[config.mk]
export PLATFORM = sky130hd
export DESIGN_NAME = mem_arbiter
export DESIGN_NICKNAME = d
export VERILOG_FILES = /design/src/rtl/mem_arbiter_pkg.sv /design/src/rtl/mem_arbiter.sv
export SDC_FILE = /design/constraint.sdc
export NUM_CORES = 1
export LEC_CHECK = 0
export ABC_AREA = 1
export CAP_MARGIN = 10
export CORE_ASPECT_RATIO = 0.75
export CORE_MARGIN = 1.5
export CORE_UTILIZATION = 24
export CTS_CLUSTER_DIAMETER = 40
export DETAILED_ROUTE_END_ITERATION = 7
export PLACE_DENSITY = 0.59
export SLEW_MARGIN = 20
export SYNTH_ARGS = -nofsm -noshare
export SYNTH_HDL_FRONTEND = slang
export SYNTH_SLANG_ARGS = --single-unit
[constraint.sdc]
create_clock -name clk -period 1.9 [get_ports clk]
set_input_delay 0.38 -clock clk [delete_from_list [all_inputs] [get_ports clk]]
set_output_delay 0.38 -clock clk [all_outputs]
set_load 0.02 [all_outputs]
[src/rtl/mem_arbiter_pkg.sv]
// Shared types and defaults for the unified-memory arbiter.
// Latency: n/a (types and constants only).
// Backpressure: n/a.
package mem_arbiter_pkg;

  localparam int DEF_XLEN       = 32;
  localparam int DEF_ADDR_SIZE  = 32;
  localparam int DEF_STARVE_MAX = 4;

  typedef enum logic [1:0] {
    ARB_IDLE = 2'd0,
    ARB_REQ  = 2'd1,
    ARB_WAIT = 2'd2
  } arbState_t;

  typedef enum logic {
    OWN_IF = 1'b0,
    OWN_DM = 1'b1
  } owner_t;

endpackage

[src/rtl/mem_arbiter.sv]
// Single-port memory arbiter between fetch and data stages, one transaction outstanding.
// Latency: request sampled in cycle 0 -> done pulse in cycle 3 minimum (+1 per gnt or rvalid wait).
// Backpressure: mem_req held until mem_gnt; requesters see stall_* until their done pulse.
//
// Ports:
//   clk, reset                          clock (rising edge), async active-low reset
//   if_req/if_addr                      fetch request; if_rdata/if_done/stall_if back to fetch
//   dm_req/dm_we/dm_be/dm_addr/dm_wdata data request; dm_rdata/dm_done/stall_dm back to memory stage
//   mem_req/mem_we/mem_be/mem_addr/mem_wdata  registered request to memory, mem_gnt accepts it
//   mem_rvalid/mem_rdata                one response per grant (read data or write ack)
module mem_arbiter
  import mem_arbiter_pkg::*;
#(
  parameter int XLEN       = DEF_XLEN,
  parameter int ADDR_SIZE  = DEF_ADDR_SIZE,
  parameter int STARVE_MAX = DEF_STARVE_MAX
) (
  input  logic                 clk,
  input  logic                 reset,
  // fetch port
  input  logic                 if_req,
  input  logic [ADDR_SIZE-1:0] if_addr,
  output logic [XLEN-1:0]      if_rdata,
  output logic                 if_done,
  output logic                 stall_if,
  // data port
  input  logic                 dm_req,
  input  logic                 dm_we,
  input  logic [3:0]           dm_be,
  input  logic [ADDR_SIZE-1:0] dm_addr,
  input  logic [XLEN-1:0]      dm_wdata,
  output logic [XLEN-1:0]      dm_rdata,
  output logic                 dm_done,
  output logic                 stall_dm,
  // memory side
  output logic                 mem_req,
  output logic                 mem_we,
  output logic [3:0]           mem_be,
  output logic [ADDR_SIZE-1:0] mem_addr,
  output logic [XLEN-1:0]      mem_wdata,
  input  logic                 mem_gnt,
  input  logic                 mem_rvalid,
  input  logic [XLEN-1:0]      mem_rdata
);

  localparam int CNT_W = $clog2(STARVE_MAX + 1);
  localparam logic [CNT_W-1:0] STARVE_LIM = CNT_W'(STARVE_MAX);

  arbState_t        state, nextState;
  owner_t           owner;
  logic [CNT_W-1:0] starveCnt;

  logic ifReqM, dmReqM;
  logic pickIf, pickDm;
  logic launch;
  logic rspTake;

  // A port completing this cycle still holds req high; masking keeps it from
  // being re-granted on the stale request, which gives the other port the slot.
  assign ifReqM = if_req & ~if_done;
  assign dmReqM = dm_req & ~dm_done;

  // Data wins ties unless fetch has lost STARVE_MAX decisions in a row.
  assign pickIf = ifReqM & (~dmReqM | (starveCnt == STARVE_LIM));
  assign pickDm = dmReqM & ~pickIf;

  assign launch  = (state == ARB_IDLE) & (pickIf | pickDm);
  assign rspTake = (state == ARB_WAIT) & mem_rvalid;

  assign stall_if = if_req & ~if_done;
  assign stall_dm = dm_req & ~dm_done;

  // State register
  always_ff @(posedge clk or negedge reset) begin
    if (!reset) state <= ARB_IDLE;
    else        state <= nextState;
  end

  // Next-state logic; responses outside WAIT are ignored.
  always_comb begin
    nextState = state;
    case (state)
      ARB_IDLE: if (pickIf | pickDm) nextState = ARB_REQ;
      ARB_REQ:  if (mem_gnt)         nextState = ARB_WAIT;
      ARB_WAIT: if (mem_rvalid)      nextState = ARB_IDLE;
      default:                       nextState = ARB_IDLE;
    endcase
  end

  // Output decode
  always_comb begin
    mem_req = (state == ARB_REQ);
  end

  // Owner and request fields are captured once at launch and held through WAIT.
  always_ff @(posedge clk or negedge reset) begin
    if (!reset) begin
      owner     <= OWN_DM;
      mem_we    <= 1'b0;
      mem_be    <= 4'b0000;
      mem_addr  <= '0;
      mem_wdata <= '0;
    end else if (launch) begin
      if (pickIf) begin
        owner     <= OWN_IF;
        mem_we    <= 1'b0;
        mem_be    <= 4'b1111;
        mem_addr  <= if_addr;
        mem_wdata <= '0;
      end else begin
        owner     <= OWN_DM;
        mem_we    <= dm_we;
        mem_be    <= dm_be;
        mem_addr  <= dm_addr;
        mem_wdata <= dm_wdata;
      end
    end
  end

  // Starvation counter: counts consecutive decisions fetch lost, saturating.
  always_ff @(posedge clk or negedge reset) begin
    if (!reset) begin
      starveCnt <= '0;
    end else if (launch) begin
      if (pickIf)
        starveCnt <= '0;
      else if (ifReqM && (starveCnt != STARVE_LIM))
        starveCnt <= starveCnt + 1'b1;
    end
  end

  // Completion: done pulses one cycle after the response, read data held
  // until the same port's next completion. Store acks leave dm_rdata alone.
  always_ff @(posedge clk or negedge reset) begin
    if (!reset) begin
      if_done  <= 1'b0;
      dm_done  <= 1'b0;
      if_rdata <= '0;
      dm_rdata <= '0;
    end else begin
      if_done <= rspTake & (owner == OWN_IF);
      dm_done <= rspTake & (owner == OWN_DM);
      if (rspTake && (owner == OWN_IF))
        if_rdata <= mem_rdata;
      if (rspTake && (owner == OWN_DM) && !mem_we)
        dm_rdata <= mem_rdata;
    end
  end

endmodule

==> Word-level counts from Yosys, hierarchy flattened <==
Cells that the tools add are included.
{ "classes": {"n_addsub": 1, "n_eq_ne": 7, "muxes": 11, "n_bitwise": 15, "reduce_logical": 9} }
{ "ops": {"columns": ["operator", "n"], "rows": [
  ["32-bit 2-to-1 mux", 2],
  ["1-bit AND", 8],
  ["2-bit 2-to-1 mux", 3],
  ["3-bit 2-to-1 mux", 2],
  ["2-bit case mux with 3 select lines", 1],
  ["1-bit inverter", 5],
  ["1-bit logical AND", 4],
  ["4-bit 2-to-1 mux", 1],
  ["2-bit by 1-bit != test with 1-bit output, second input constant", 2],
  ["3-bit by 1-bit adder with 3-bit output, second input constant", 1],
  ["3-bit equality test, second input constant", 1],
  ["3-bit != test, second input constant", 1],
  ["3-bit AND reduction", 1],
  ["2-bit by 1-bit equality test with 1-bit output, second input constant", 1],
  ["2-bit equality test, second input constant", 1],
  ["2-bit logical NOT", 1],
  ["1-bit 2-to-1 mux", 2],
  ["2-bit != test, second input constant", 1],
  ["1-bit OR", 2],
  ["2-bit AND reduction", 1],
  ["2-bit nonzero test", 1],
  ["1-bit logical NOT", 1]
]} }
{ "totals": {"reg_bits": 141, "in_bits": 139, "output_inout_bits": 138, "word_cells": 54} }

==> Depth between registers and ports, before layout <==
{ "depth": {"ltp_word": 10, "depth_mapped": 9, "depth_no_buf": 8} }

==> Worst setup path after synthesis <==
OpenSTA, ideal clock, no wires.
{ "synth_timing": {"path_kind": "register to register", "startpoint": "register if_done", "endpoint": "register mem_addr[22]", "setup_time_ns": 0.118, "arrival_time_ns": 1.370, "required_ns": 1.782, "setup_slack_ns": 0.412, "path_stages_with_launch": 8, "path_buffers": 1, "period_less_slack_ns": 1.488, "path_cell_list": "dfrtp_1 -> inv_1 -> nand2_1 -> inv_2 -> clkbuf_1 -> nand3_1 -> nand3_1 -> nand2_1"} }
{ "synth_between": {"elab_chain_cells": 7, "word_cells_on_any_way": 8, "cone_classes": "mux (1); bitwise (7)"} }
{ "synth_lines": {"columns": ["item", "line", "rtl"], "rows": [
  ["from (decl)", "mem_arbiter.sv:24", "output logic if_done,"],
  ["from (signal assigned)", "mem_arbiter.sv:141", "if_done <= rspTake & (owner == OWN_IF);"],
  ["1-bit inverter (*)", null, null],
  ["1-bit AND (*)", null, null],
  ["net stall_if", "mem_arbiter.sv:25", "output logic stall_if,"],
  ["1-bit AND (*)", "mem_arbiter.sv:64", "assign pickIf = ifReqM & (~dmReqM | (starveCnt == STARVE_LIM));"],
  ["1-bit inverter", "mem_arbiter.sv:65", "assign pickDm = dmReqM & ~pickIf;"],
  ["1-bit AND", "mem_arbiter.sv:65", null],
  ["1-bit OR", "mem_arbiter.sv:67", "assign launch = (state == ARB_IDLE) & (pickIf | pickDm);"],
  ["1-bit AND", "mem_arbiter.sv:67", null],
  ["to (signal assigned)", "mem_arbiter.sv:108", "mem_addr <= if_addr;"],
  ["to (signal assigned)", "mem_arbiter.sv:114", "mem_addr <= dm_addr;"],
  ["to (decl)", "mem_arbiter.sv:39", "output logic [ADDR_SIZE-1:0] mem_addr,"]
]} }
The timed path passes the listed nets; every way through them passes the cells marked *.
A chain may end at the register's enable or synchronous reset.

==> Final worst setup path <==
{ "layout_timing": {"startpoint": "register dm_rdata[14]", "endpoint": "output dm_rdata[14]"} }
{ "layout_lines": {"columns": ["item", "line", "rtl"], "rows": [
  ["from (decl)", "mem_arbiter.sv:32", "output logic [XLEN-1:0] dm_rdata,"],
  ["from (signal assigned)", "mem_arbiter.sv:146", "dm_rdata <= mem_rdata;"]
]} }
No word-level cell between the ends.

==> results.py <==
metrics = {
    "global_route": {
        "grt_pass1_wl_um": 32300,
        "largest_net_degree_at_the_start_of_global_routing": 69,
        "grt_pass1_vias": 5877,
        "globalRouteTotalUtil_pct": 15.5,
        "grt_antenna_before_repair": 1,
        "grt.overflow.total": 0,
    },
    "sta": {
        "slew_headroom_pct": 71.7,
        "setup_viol_count_final": 0,
        "final.setup.worst_slack_ns": 0.0817,
        "finalCriticalPeriod_ns": 1.82,
        "unrepaired_setup_endpoints_after_global_routing": "no",
        "period_share_pct": 95.7,
        "timing.final.hold_violations": 0,
        "upper_clock_frequency_limit_mhz": 550,
        "max_slew.worst_pin.slew_ns": 0.425,
        "finClkSkew_ns": 0.0173,
        "timing.final.max_slew_violations": 0,
    },
    "setup_path": {
        "setup.worst_path.class": "flop to primary output",
        "cp_cell_sequence": "clkdlybuf4s50_1",
        "critPathTopFamily": "buffers and inverters",
        "critical_path.startpoint_type": "flop",
        "timing.critical_path.slowest_stage_cell": "sky130_fd_sc_hd__clkdlybuf4s50_1",
        "cp-end-kind": "primary output",
        "critical_path_buf_inv_count": 1,
        "critical_path_arrival_ns": 1.44,
        "critical-path-max-stage-delay_ns": 0.66,
        "worst-path-max-fanout": 2,
        "required_time_at_the_endpoint_of_the_critical_path_ns": 1.52,
    },
    "route": {
        "detailedRoute.firstIterationViolations": 326,
        "drc_errors": 0,
        "wl_met2_um": 8960,
        "num_vias": 5778,
        "detail_route.vias_per_cell": 4.17,
        "route.top_layer_used": "met5",
        "routed-wl-met3_um": 1340,
        "detail_route.wirelength.met1_um": 9100,
        "routed_wl_um": 19700,
        "postRouteAntennaNets": 0,
        "drt_pre_antenna_iters": 4,
        "routedWlPerCell_um": 14.2,
    },
    "clock_network": {
        "cts.sinks": 141,
        "clock_tree_from_tritoncts": "done",
        "cts_made_buffers": 17,
        "cts.path.max_buffers": 2,
        "worst_skew_pair.late_latency_ns": 0.42,
        "clk_transition_reported_paths_ns": 0.07,
        "level_count_of_the_clock_h_tree": 4,
        "cts_root_buf": "sky130_fd_sc_hd__clkbuf_16",
        "total_setup_buffers_inserted_after_cts": 0,
    },
    "die": {
        "chipWidth_um": 187,
        "core_area_um2": 25000,
        "initial_utilization_pct": 24.5,
        "floorplan.io_pins": 277,
        "floorplan.rows": 50,
        "die-area_um2": 26400,
        "die_h_um": 141,
    },
    "logic_synthesis": {
        "syn_nets": 900,
        "ys_warn_count": 0,
        "synth_area_per_cell_um2": 8.05,
        "synth_area_um2": 6110,
        "synth.ff_latch_count": 141,
        "cell_taking_the_most_area_after_synthesis": "sky130_fd_sc_hd__dfrtp_1",
        "count_of_distinct_cell_types_in_the_synthesized_netlist": 17,
        "netlist_instances": 759,
        "post-synth-top-area-fraction_pct": 57.4,
        "synth_area_leaders": "sky130_fd_sc_hd__dfrtp_1 57%, sky130_fd_sc_hd__nand2_1 21%, sky130_fd_sc_hd__nand3_1 11%",
        "synth_sequential_area_ratio_pct": 57.8,
    },
    "status": {
        "status": "finished, final reports clean",
    },
    "cells_and_area": {
        "layout.cells.most_common": "sky130_fd_sc_hd__nand2_1",
        "drive_above_1_share_pct": 5.92,
        "layout.core_utilization_pct": 40.1,
        "area_growth_syn_to_layout_pct": 63.9,
        "num-nets-final": 1176,
        "layout.cells.most_common_list": "347 x sky130_fd_sc_hd__nand2_1, 272 x sky130_fd_sc_hd__clkdlybuf4s50_1, 140 x sky130_fd_sc_hd__dfrtp_1, 134 x sky130_fd_sc_hd__nand3_1, 77 x sky130_fd_sc_hd__inv_1",
        "antennaDiodeCount": 0,
    },
    "placement": {
        "port_buffer_cells": 276,
        "dpl_worst_slack_ns": -0.166,
        "gpl.final_weighted_congestion": 0.753,
        "dpl.hpwl_um": 13500,
    },
    "power": {
        "power_per_cell_area_nw_per_um2": 1650,
        "power.leakage_nw": 5.03,
        "vdd_drop_max_v": 0.000661,
    },
    "run": {
        "maxCapViolations": 0,
    },
    "hold_path": {
        "timing.hold.worst.class": "input port to async pin",
    },
}
## worst paths after layout
path                                   start             to  slack, ns  cells after the start
worst max-delay path            dm_rdata[14]   dm_rdata[14]       0.08                      1
worst max register to register       if_done  mem_wdata[18]       0.30                      8
worst min-delay path                   reset   mem_addr[14]       0.43                      2
max in group asynchronous              reset    mem_addr[8]       0.85                      3
worst min register to register   dm_rdata[1]    dm_rdata[1]       0.47                      2
min in group clk                 dm_rdata[1]    dm_rdata[1]       0.47                      2
## power by group
group          internal, mW  switching, mW
Combinational          3.49           4.35
Sequential             4.40          0.755
Clock                  2.13           1.42
## through the flow
| step | instance area (um^2) | hold WS [ns] | TNS (ns) | instances | total power [mW] |
|---|---|---|---|---|---|
| final | 10000 | 0.430 | 0 | 1386 | 16.5 |
| after global placement | 9380 | 0.314 | -10.11 | 1353 | 13.1 |
| after floorplan | 6110 | 0.0844 | 0 | 759 | 9.05 |
| after CTS | 10000 | 0.427 | 0 | 1386 | 16.8 |
| after detailed placement | 9380 | 0.315 | -9.50 | 1353 | 13.1 |
| after global routing | 10000 | 0.449 | 0 | 1386 | 17.7 |
## routing by layer
layer | vias to the layer above | global-route usage, %
li1 | 2885 | -
met2 | 172 | 24.0
met4 | 2 | 4.50
met1 | 2698 | 20.6
met3 | 21 | 5.20
met5 | - | 0
## synthesized netlist by cell type
| cell | n |
|---|---|
| sky130_fd_sc_hd__inv_1 | 77 |
| sky130_fd_sc_hd__nand2_1 | 348 |
| sky130_fd_sc_hd__dfstp_2 | 1 |
| sky130_fd_sc_hd__buf_4 | 2 |
| sky130_fd_sc_hd__inv_2 | 3 |
| sky130_fd_sc_hd__clkbuf_1 | 12 |
| sky130_fd_sc_hd__xor2_1 | 1 |
| sky130_fd_sc_hd__dfrtp_1 | 140 |
| sky130_fd_sc_hd__o21ai_0 | 2 |
| sky130_fd_sc_hd__ha_1 | 2 |
| sky130_fd_sc_hd__nand3_1 | 134 |
| sky130_fd_sc_hd__buf_2 | 28 |
| sky130_fd_sc_hd__nor2_4 | 1 |
| sky130_fd_sc_hd__o21ai_1 | 2 |
| sky130_fd_sc_hd__nor2_1 | 3 |
| sky130_fd_sc_hd__o31ai_1 | 2 |
| sky130_fd_sc_hd__a21oi_2 | 1 |
## timing repair
action,in CTS,in global routing
hold buffers,1,0
hold endpoints to repair,31,0
endpoints found under the setup margin,3,0
gates resized for setup,3,0
## logic make-up (layout without fill, tap and decap cells)
group	Yosys count	count (layout)	share of synthesized area, %
adders and majority gates	2	2	0.410
buffers and inverters	122	411	8.19
xor gates and xnor gates	1	1	0.143
DFF	141	141	57.8
AOI/OAI and AO/OA	7	7	0.717
and+or+nand+nor	486	486	32.7
## flip-flops by register name, summed over array words and instances, names as in the netlist
register   count
state          2
mem_be         4
starveCnt      3
dm_rdata      32
if_rdata      32
mem_wdata     32
owner          1
mem_we         1
if_done        1
dm_done        1
mem_addr      32
## layout make-up
class | count | area, um^2
Tap cell | 338 | 423
Inverter | 80 | 300
Fill cell | 2506 | 15000
Clock inverter | 14 | 180
Sequential cell | 141 | 3530
Multi-Input combinational cell | 496 | 2090
Clock buffer | 18 | 439
Timing Repair Buffer | 299 | 3050
(Power assumes the default switching activity.)
